**src/rtl/tc_spi_responder_if.sv**
```systemverilog
// SPI wires plus the fabric-side TX/RX handshake for tc_spi_responder.
// The slave modport is the responder's view; master is the SPI host / fabric view.
interface tc_spi_responder_if #(
   parameter int DATA_WIDTH = 16
) ();
   logic                  spi_csn;
   logic                  spi_sclk;
   logic                  spi_mosi;
   logic                  spi_miso;
   logic                  spi_miso_t;
   logic [DATA_WIDTH-1:0] tx_data;
   logic                  tx_valid;
   logic                  tx_ready;
   logic [DATA_WIDTH-1:0] rx_data;
   logic                  rx_valid;
   logic                  tx_underrun;
   logic                  frame_err;

   modport slave (
      input  spi_csn, spi_sclk, spi_mosi, tx_data, tx_valid,
      output spi_miso, spi_miso_t, tx_ready, rx_data, rx_valid, tx_underrun, frame_err
   );

   modport master (
      output spi_csn, spi_sclk, spi_mosi, tx_data, tx_valid,
      input  spi_miso, spi_miso_t, tx_ready, rx_data, rx_valid, tx_underrun, frame_err
   );
endinterface

```
**src/rtl/tc_spi_responder.sv**
```systemverilog
// SPI mode-1 responder: oversamples SCLK/CSN/MOSI on clk, returns one word per
// CSN frame from a one-entry TX holding register and strobes each received word.
module tc_spi_responder #(
   parameter int DATA_WIDTH  = 16,
   parameter int SYNC_STAGES = 2
) (
   input  logic               clk,
   input  logic               rst_n,
   tc_spi_responder_if.slave  bus
);
   localparam int DW = DATA_WIDTH;
   localparam int CW = $clog2(DW) + 2;

   typedef enum logic [1:0] {WAIT_HI, IDLE, SHIFT} state_t;

   logic [SYNC_STAGES-1:0] csn_sync_q, sclk_sync_q, mosi_sync_q;
   logic                   csn_prev_q, sclk_prev_q;
   logic                   csn_s, sclk_s, mosi_s;
   logic                   csn_fall, csn_rise, sclk_rise, sclk_fall;

   state_t                 state_q;
   logic [DW-1:0]          hold_q;
   logic                   full_q;
   logic [DW-1:0]          tx_shreg_q;
   logic [DW-1:0]          rx_shreg_q;
   logic [CW-1:0]          bit_cnt_q;
   logic                   miso_q;
   logic [DW-1:0]          rx_data_q;
   logic                   rx_valid_q;
   logic                   underrun_q;
   logic                   ferr_q;

   always_ff @(posedge clk or negedge rst_n) begin
      if (!rst_n) begin
         csn_sync_q  <= '0;
         sclk_sync_q <= '0;
         mosi_sync_q <= '0;
         csn_prev_q  <= 1'b0;
         sclk_prev_q <= 1'b0;
      end else begin
         csn_sync_q  <= {csn_sync_q[SYNC_STAGES-2:0],  bus.spi_csn};
         sclk_sync_q <= {sclk_sync_q[SYNC_STAGES-2:0], bus.spi_sclk};
         mosi_sync_q <= {mosi_sync_q[SYNC_STAGES-2:0], bus.spi_mosi};
         csn_prev_q  <= csn_sync_q[SYNC_STAGES-1];
         sclk_prev_q <= sclk_sync_q[SYNC_STAGES-1];
      end
   end

   assign csn_s     = csn_sync_q[SYNC_STAGES-1];
   assign sclk_s    = sclk_sync_q[SYNC_STAGES-1];
   assign mosi_s    = mosi_sync_q[SYNC_STAGES-1];
   assign csn_fall  = csn_prev_q & ~csn_s;
   assign csn_rise  = ~csn_prev_q & csn_s;
   assign sclk_rise = ~sclk_prev_q & sclk_s;
   assign sclk_fall = sclk_prev_q & ~sclk_s;

   always_ff @(posedge clk or negedge rst_n) begin
      if (!rst_n) begin
         state_q    <= WAIT_HI;
         hold_q     <= '0;
         full_q     <= 1'b0;
         tx_shreg_q <= '0;
         rx_shreg_q <= '0;
         bit_cnt_q  <= '0;
         miso_q     <= 1'b0;
         rx_data_q  <= '0;
         rx_valid_q <= 1'b0;
         underrun_q <= 1'b0;
         ferr_q     <= 1'b0;
      end else begin
         rx_valid_q <= 1'b0;
         underrun_q <= 1'b0;
         ferr_q     <= 1'b0;

         // Accept only when empty, so it can never collide with the frame load below,
         // and a word accepted in the csn_fall cycle is kept for the next frame.
         if (bus.tx_valid && !full_q) begin
            hold_q <= bus.tx_data;
            full_q <= 1'b1;
         end

         case (state_q)
            WAIT_HI: begin
               miso_q <= 1'b0;
               if (csn_s) state_q <= IDLE;
            end
            IDLE: begin
               miso_q <= 1'b0;
               if (csn_fall) begin
                  if (full_q) begin
                     tx_shreg_q <= hold_q;
                     full_q     <= 1'b0;
                  end else begin
                     tx_shreg_q <= '0;
                     underrun_q <= 1'b1;
                  end
                  bit_cnt_q  <= '0;
                  rx_shreg_q <= '0;
                  state_q    <= SHIFT;
               end
            end
            SHIFT: begin
               if (csn_rise) begin
                  if (bit_cnt_q == CW'(DW)) begin
                     rx_data_q  <= rx_shreg_q;
                     rx_valid_q <= 1'b1;
                  end else begin
                     ferr_q <= 1'b1;
                  end
                  miso_q  <= 1'b0;
                  state_q <= IDLE;
               end else if (sclk_rise) begin
                  miso_q     <= tx_shreg_q[DW-1];
                  tx_shreg_q <= {tx_shreg_q[DW-2:0], 1'b0};
               end else if (sclk_fall) begin
                  rx_shreg_q <= {rx_shreg_q[DW-2:0], mosi_s};
                  if (bit_cnt_q != '1) bit_cnt_q <= bit_cnt_q + CW'(1);
               end
            end
            default: state_q <= WAIT_HI;
         endcase
      end
   end

   assign bus.spi_miso    = miso_q;
   assign bus.spi_miso_t  = bus.spi_csn | (state_q != SHIFT);
   assign bus.tx_ready    = ~full_q;
   assign bus.rx_data     = rx_data_q;
   assign bus.rx_valid    = rx_valid_q;
   assign bus.tx_underrun = underrun_q;
   assign bus.frame_err   = ferr_q;
endmodule

```
**src/flat_wrapper.sv**
```systemverilog
// flat-port wrapper written by rule: the top's interface ports become plain ports
module tc_spi_responder_flat 
#(
   parameter int DATA_WIDTH  = 16,
   parameter int SYNC_STAGES = 2
)
  (clk, rst_n, bus_spi_csn, bus_spi_sclk, bus_spi_mosi, bus_tx_data, bus_tx_valid, bus_spi_miso, bus_spi_miso_t, bus_tx_ready, bus_rx_data, bus_rx_valid, bus_tx_underrun, bus_frame_err);
  tc_spi_responder_if #(.DATA_WIDTH(DATA_WIDTH)) bus_i ();
  input  logic clk;
  input  logic rst_n;
  input wire logic [$bits(bus_i.spi_csn)-1:0] bus_spi_csn;
  input wire logic [$bits(bus_i.spi_sclk)-1:0] bus_spi_sclk;
  input wire logic [$bits(bus_i.spi_mosi)-1:0] bus_spi_mosi;
  input wire logic [$bits(bus_i.tx_data)-1:0] bus_tx_data;
  input wire logic [$bits(bus_i.tx_valid)-1:0] bus_tx_valid;
  output wire logic [$bits(bus_i.spi_miso)-1:0] bus_spi_miso;
  output wire logic [$bits(bus_i.spi_miso_t)-1:0] bus_spi_miso_t;
  output wire logic [$bits(bus_i.tx_ready)-1:0] bus_tx_ready;
  output wire logic [$bits(bus_i.rx_data)-1:0] bus_rx_data;
  output wire logic [$bits(bus_i.rx_valid)-1:0] bus_rx_valid;
  output wire logic [$bits(bus_i.tx_underrun)-1:0] bus_tx_underrun;
  output wire logic [$bits(bus_i.frame_err)-1:0] bus_frame_err;
  assign bus_i.spi_csn = bus_spi_csn;
  assign bus_i.spi_sclk = bus_spi_sclk;
  assign bus_i.spi_mosi = bus_spi_mosi;
  assign bus_i.tx_data = bus_tx_data;
  assign bus_i.tx_valid = bus_tx_valid;
  assign bus_spi_miso = bus_i.spi_miso;
  assign bus_spi_miso_t = bus_i.spi_miso_t;
  assign bus_tx_ready = bus_i.tx_ready;
  assign bus_rx_data = bus_i.rx_data;
  assign bus_rx_valid = bus_i.rx_valid;
  assign bus_tx_underrun = bus_i.tx_underrun;
  assign bus_frame_err = bus_i.frame_err;
  tc_spi_responder #(.DATA_WIDTH(DATA_WIDTH), .SYNC_STAGES(SYNC_STAGES)) u_core (.clk(clk), .rst_n(rst_n), .bus(bus_i));
endmodule
```
**config.mk**
```make
export PLATFORM = sky130hd
export DESIGN_NAME = tc_spi_responder_flat
export DESIGN_NICKNAME = d
export VERILOG_FILES = /design/src/rtl/tc_spi_responder_if.sv /design/src/rtl/tc_spi_responder.sv /design/src/flat_wrapper.sv
export SDC_FILE = /design/constraint.sdc
export NUM_CORES = 1
export LEC_CHECK = 0
export BUFFER_PORTS_ARGS = -buffer_cell sky130_fd_sc_hd__buf_4
export CORE_MARGIN = 2
export CORE_UTILIZATION = 50
export DETAILED_ROUTE_END_ITERATION = 8
export PLACE_DENSITY = 0.74
export SYNTH_ARGS = -nofsm -noshare
export SYNTH_HDL_FRONTEND = slang
export SYNTH_SLANG_ARGS = --single-unit
```
**constraint.sdc**
```tcl
create_clock -name clk -period 2.4 [get_ports clk]
set_input_delay 0.36 -clock clk [delete_from_list [all_inputs] [get_ports clk]]
set_output_delay 0.36 -clock clk [all_outputs]
set_load 0.05 [all_outputs]
```
After elaboration in Yosys (flattened, before gate mapping)
Cells that the tools add are included.
{ "totals": {"ff_bits": 85, "in_bits": 22, "wordCells": 89} }
{ "op_classes": {"add_sub_neg": 1, "eq_ne": 14, "mux": 36, "bitwise": 10, "reduce_logical": 12} }
{ "ops": {"columns": ["operator", "count"], "rows": [
  ["2-to-1 mux 16 bit", 8],
  ["case mux 16 bit (2 select lines)", 2],
  ["2-to-1 mux 6 bit", 5],
  ["2-to-1 mux 1 bit", 15],
  ["!= test 2 x 1 -> 1 bit (second input constant)", 6],
  ["case mux 6 bit (2 select lines)", 1],
  ["adder 6 x 1 -> 6 bit (second input constant)", 1],
  ["equality test 6 x 5 -> 1 bit (second input constant)", 1],
  ["2-to-1 mux 2 bit", 3],
  ["!= test 2 bit (second input constant)", 3],
  ["!= test 6 bit (second input constant)", 1],
  ["case mux 2 bit (3 select lines)", 1],
  ["AND reduction 3 bit", 2],
  ["AND reduction 6 bit", 1],
  ["NOT 1 bit", 5],
  ["AND reduction 5 bit", 1],
  ["AND 1 bit", 4],
  ["AND reduction 4 bit", 1],
  ["nonzero test 2 bit", 2],
  ["!= test 3 x 1 -> 1 bit (second input constant)", 1],
  ["equality test 2 x 1 -> 1 bit (second input constant)", 1],
  ["equality test 2 bit (second input constant)", 1],
  ["zero test 2 bit", 1],
  ["case mux 1 bit (2 select lines)", 1],
  ["other kinds (5)", 5]
]} }

Longest topological paths before layout
{ "depth": {"ltp_word": 6, "depth_mapped": 8, "depth_no_buf": 6} }

Worst setup path before layout
OpenSTA, ideal clock, no wires.
{ "synth_path": {"kind": "reg-to-reg", "startpoint": "register u_core.state_q[1]", "endpoint": "register u_core.tx_shreg_q[10]", "t_arrival_ns": 1.772, "required_ns": 2.275, "path_slack_ns": 0.503, "path_stages_with_launch": 8, "path_buffers": 2, "synth_period_minus_slack_ns": 1.897, "cell_sequence": "dfrtp_1 -> inv_1 -> ha_1 -> buf_2 -> nand3_2 -> o22ai_2 -> buf_4 -> mux2_2"} }
{ "synth_between": {"elab_chain_len": 3} }
{ "synth_rtl": {"columns": ["item", "line_no", "source"], "rows": [
  ["from (decl)", "tc_spi_responder.sv:21", "state_t state_q;"],
  ["from (signal assigned)", "tc_spi_responder.sv:59", "state_q <= WAIT_HI;"],
  ["from (signal assigned)", "tc_spi_responder.sv:85", "if (csn_s) state_q <= IDLE;"],
  ["from (signal assigned)", "tc_spi_responder.sv:99", "state_q <= SHIFT;"],
  ["equality test 2 bit or equality test 2 x 1 -> 1 bit (tied branches)", "tc_spi_responder.sv:82", "case (state_q)"],
  ["!= test 2 x 1 -> 1 bit (no source line), or another cell as far along", null, null],
  ["AND reduction 4 bit (no source line)", null, null],
  ["to (signal assigned)", "tc_spi_responder.sv:91", "tx_shreg_q <= hold_q;"],
  ["to (signal assigned)", "tc_spi_responder.sv:114", "tx_shreg_q <= {tx_shreg_q[DW-2:0], 1'b0};"],
  ["to (decl)", "tc_spi_responder.sv:24", "logic [DW-1:0] tx_shreg_q;"]
]} }
Several ways; a longest one is shown, not always the timed one.
A chain may end at the register's enable or synchronous reset.

Worst setup path after layout
{ "layout_path": {"startpoint": "register u_core.state_q[0]", "endpoint": "register u_core.tx_shreg_q[7]"} }
The elaborated chain is that of the path after synthesis.

==> results.json <==
{
  "status": "completed",
  "hp-class": "in2reg",
  "ctsResizeCount": 0,
  "cts_buffer_depth": 2,
  "ff2ff_path_depth": 5,
  "die_area_sq_um": 8330,
  "ys.flop_type": "dfrtp_1",
  "avgViaCountPerCell": 5.32,
  "first_iter_violations": 139,
  "numClockSinks": 85,
  "cp.required_ns": 2.69,
  "cp_data_arrival_time_ns": 2.40,
  "cts_tree": "done",
  "area_growth_pct": 17.1,
  "layout.nets": 372,
  "maxCapViolCount": 0,
  "max_freq_ghz": 0.474,
  "clk_latency_ns": 0.36,
  "path_class": "reg2reg",
  "initial_utilization_pct": 52.0,
  "cts-htree-levels": 3,
  "relSlewSlack_pct": 31.7,
  "die_w_um": 91.3,
  "cpMaxStageDelayCell": "nor2_1",
  "tightest_slew_ns": 1.02,
  "clk_pin_slew_ns": 0.09,
  "hold_ws_ns": 0.115,
  "post_cts_buffers": 0,
  "gp_congestion": 0.801,
  "drive_gt1_share_pct": 35.1,
  "maxSlewViolCount": 0,
  "drtPass1Iterations": 4,
  "coreArea_sq_um": 7330,
  "startpoint_type": "flip-flop",
  "cts_buffers": 9,
  "synth_cells": 298,
  "syn_nets": 327,
  "grt_pass1_wl_um": 11500,
  "finalSetupTns_ns": 0,
  "pre_cts_ws_ns": 0.289,
  "crit_buf_inv": 1,
  "hpwl_um": 4420,
  "rsz0062_at_grt": "false",
  "gr-total-overflow": 0,
  "drc": 0,
  "leakagePower_nw": 2.18,
  "synth_seq_cells": 85,
  "peakVddDrop_mv": 0.556,
  "port_buffers": 43,
  "path_cells": "inv_1, ha_2, nor2_1, a22o_1, mux2_2",
  "synth.distinct_cells": 43,
  "crit_fanout": 17,
  "async_flop_share_pct": 100,
  "fin_cells": 447,
  "antenna_left": 0,
  "dr_total_vias": 2380,
  "finalHoldViolCount": 0,
  "hold_path_depth": 1,
  "ioPinCount": 44,
  "synth-seq-area-share_pct": 55.8,
  "synth_enable_flop_cells": 0,
  "synth_area_leaders": "dfrtp_1, mux2_2, mux2i_1, mux2_4, a22o_1",
  "die_y_um": 91.3,
  "max_stage_delay_ns": 0.83,
  "yosys.area.top_type_share_pct": 55.8,
  "synth_common_cells": "dfrtp_1, mux2_2, nand2_1, inv_1, mux2i_1",
  "setup_viol": 0,
  "hold_buffers": 1,
  "drt-total-wl_um": 6610,
  "endpoint_kind": "flip-flop",
  "grt_pass1_vias": 2394,
  "final.min_clock_period_ns": 2.11,
  "period_share_pct": 87.9,
  "utilization_pct": 60.8,
  "fin_ws_ns": 0.291,
  "synth.largest_area_cell": "dfrtp_1",
  "grt_max_degree": 48,
  "cts-root-buf": "clkbuf_8",
  "grt_usage_pct": 17.3,
  "routedWlPerCell_um": 14.8,
  "antenna_cells": 0,
  "synthesis.area_sq_um": 3810,
  "syn_avg_cell_area_sq_um": 12.8,
  "p_per_area_nw_per_um2": 1040,
  "yosysMostFrequentCell": "dfrtp_1",
  "fin_worst_skew_ns": 0.0102,
  "cp.depth": 5,
  "placed_cells": 430,
  "yosys_warnings": 0,
  "rows": 31,
  "path_delay_family": "simple AND/OR/NAND/NOR gates",
  "antenna_found_initial": 0
}
registers in the layout, indices dropped and copies added, names as in the netlist, 2 cells and up:
name                flops
u_core.state_q          2
u_core.csn_sync_q       2
u_core.mosi_sync_q      2
u_core.sclk_sync_q      2
u_core.rx_shreg_q      16
u_core.hold_q          16
u_core.tx_shreg_q      16
u_core.bus.rx_data     16
u_core.bit_cnt_q        6
per-layer routing:
metal	track usage (%)	share of wire, %
met5	0	0
met4	6.44	1.4
met3	4.40	4.9
met2	26.6	49
met1	23.9	45
cell families after synthesis:
| group | after synthesis | share of synthesized area [%] |
|---|---|---|
| mux | 67 | 20.1 |
| compound gates | 38 | 7.85 |
| simple gates | 62 | 9.23 |
| flops | 85 | 55.8 |
| fa+ha+maj | 7 | 2.30 |
| buf+inv | 39 | 4.66 |
area by class of cell:
type	count	area, sq um
fillers	595	2870
well taps	99	124
multi-input cells	174	1510
inverters	24	90.1
repair buffers	49	383
flip-flops and latches	85	2130
clock inverters	7	105
clock buffers	9	124
worst paths after layout:
kind,startpoint,endpoint,slack (ns)
max in group asynchronous,rst_n,u_core.tx_shreg_q[14],1.26
setup reg to reg,u_core.state_q[0],u_core.tx_shreg_q[7],0.29
hold / removal,bus_spi_sclk,u_core.sclk_sync_q[0],0.12
setup / recovery,u_core.state_q[0],u_core.tx_shreg_q[7],0.29
min in group asynchronous,rst_n,u_core.bus.rx_data[5],0.51
hold reg to reg,u_core.csn_sync_q[0],u_core.csn_sync_q[1],0.35
placed cells by master (no fill, tap or decap), drive strengths merged, types with 4 or more instances in the layout:
master / netlist / layout
clkbuf: 4 / 9
mux2: 49 / 49
nor2b: 4 / 4
dfrtp: 85 / 85
a21oi: 7 / 7
inv: 24 / 27
nor2: 7 / 7
ha: 7 / 7
mux2i: 18 / 18
nand2: 25 / 25
nor3: 7 / 7
a22o: 15 / 15
buf: 11 / 48
through the flow:
stage	total power, mW	instance area, sq um
global placement	3.45	4220
global route	4.93	4460
floorplan	3.17	3810
detailed placement	3.51	4220
finish	4.63	4460
CTS	4.67	4460
power breakdown:
group	internal, mW	leakage (nW)	switching, mW	total, mW
Sequential	1.75	1.11	0.206	1.95
Clock	0.603	0.112	0.550	1.15
Combinational	0.747	0.962	0.776	1.52
No activity file was read; power rests on OpenSTA's default activity.
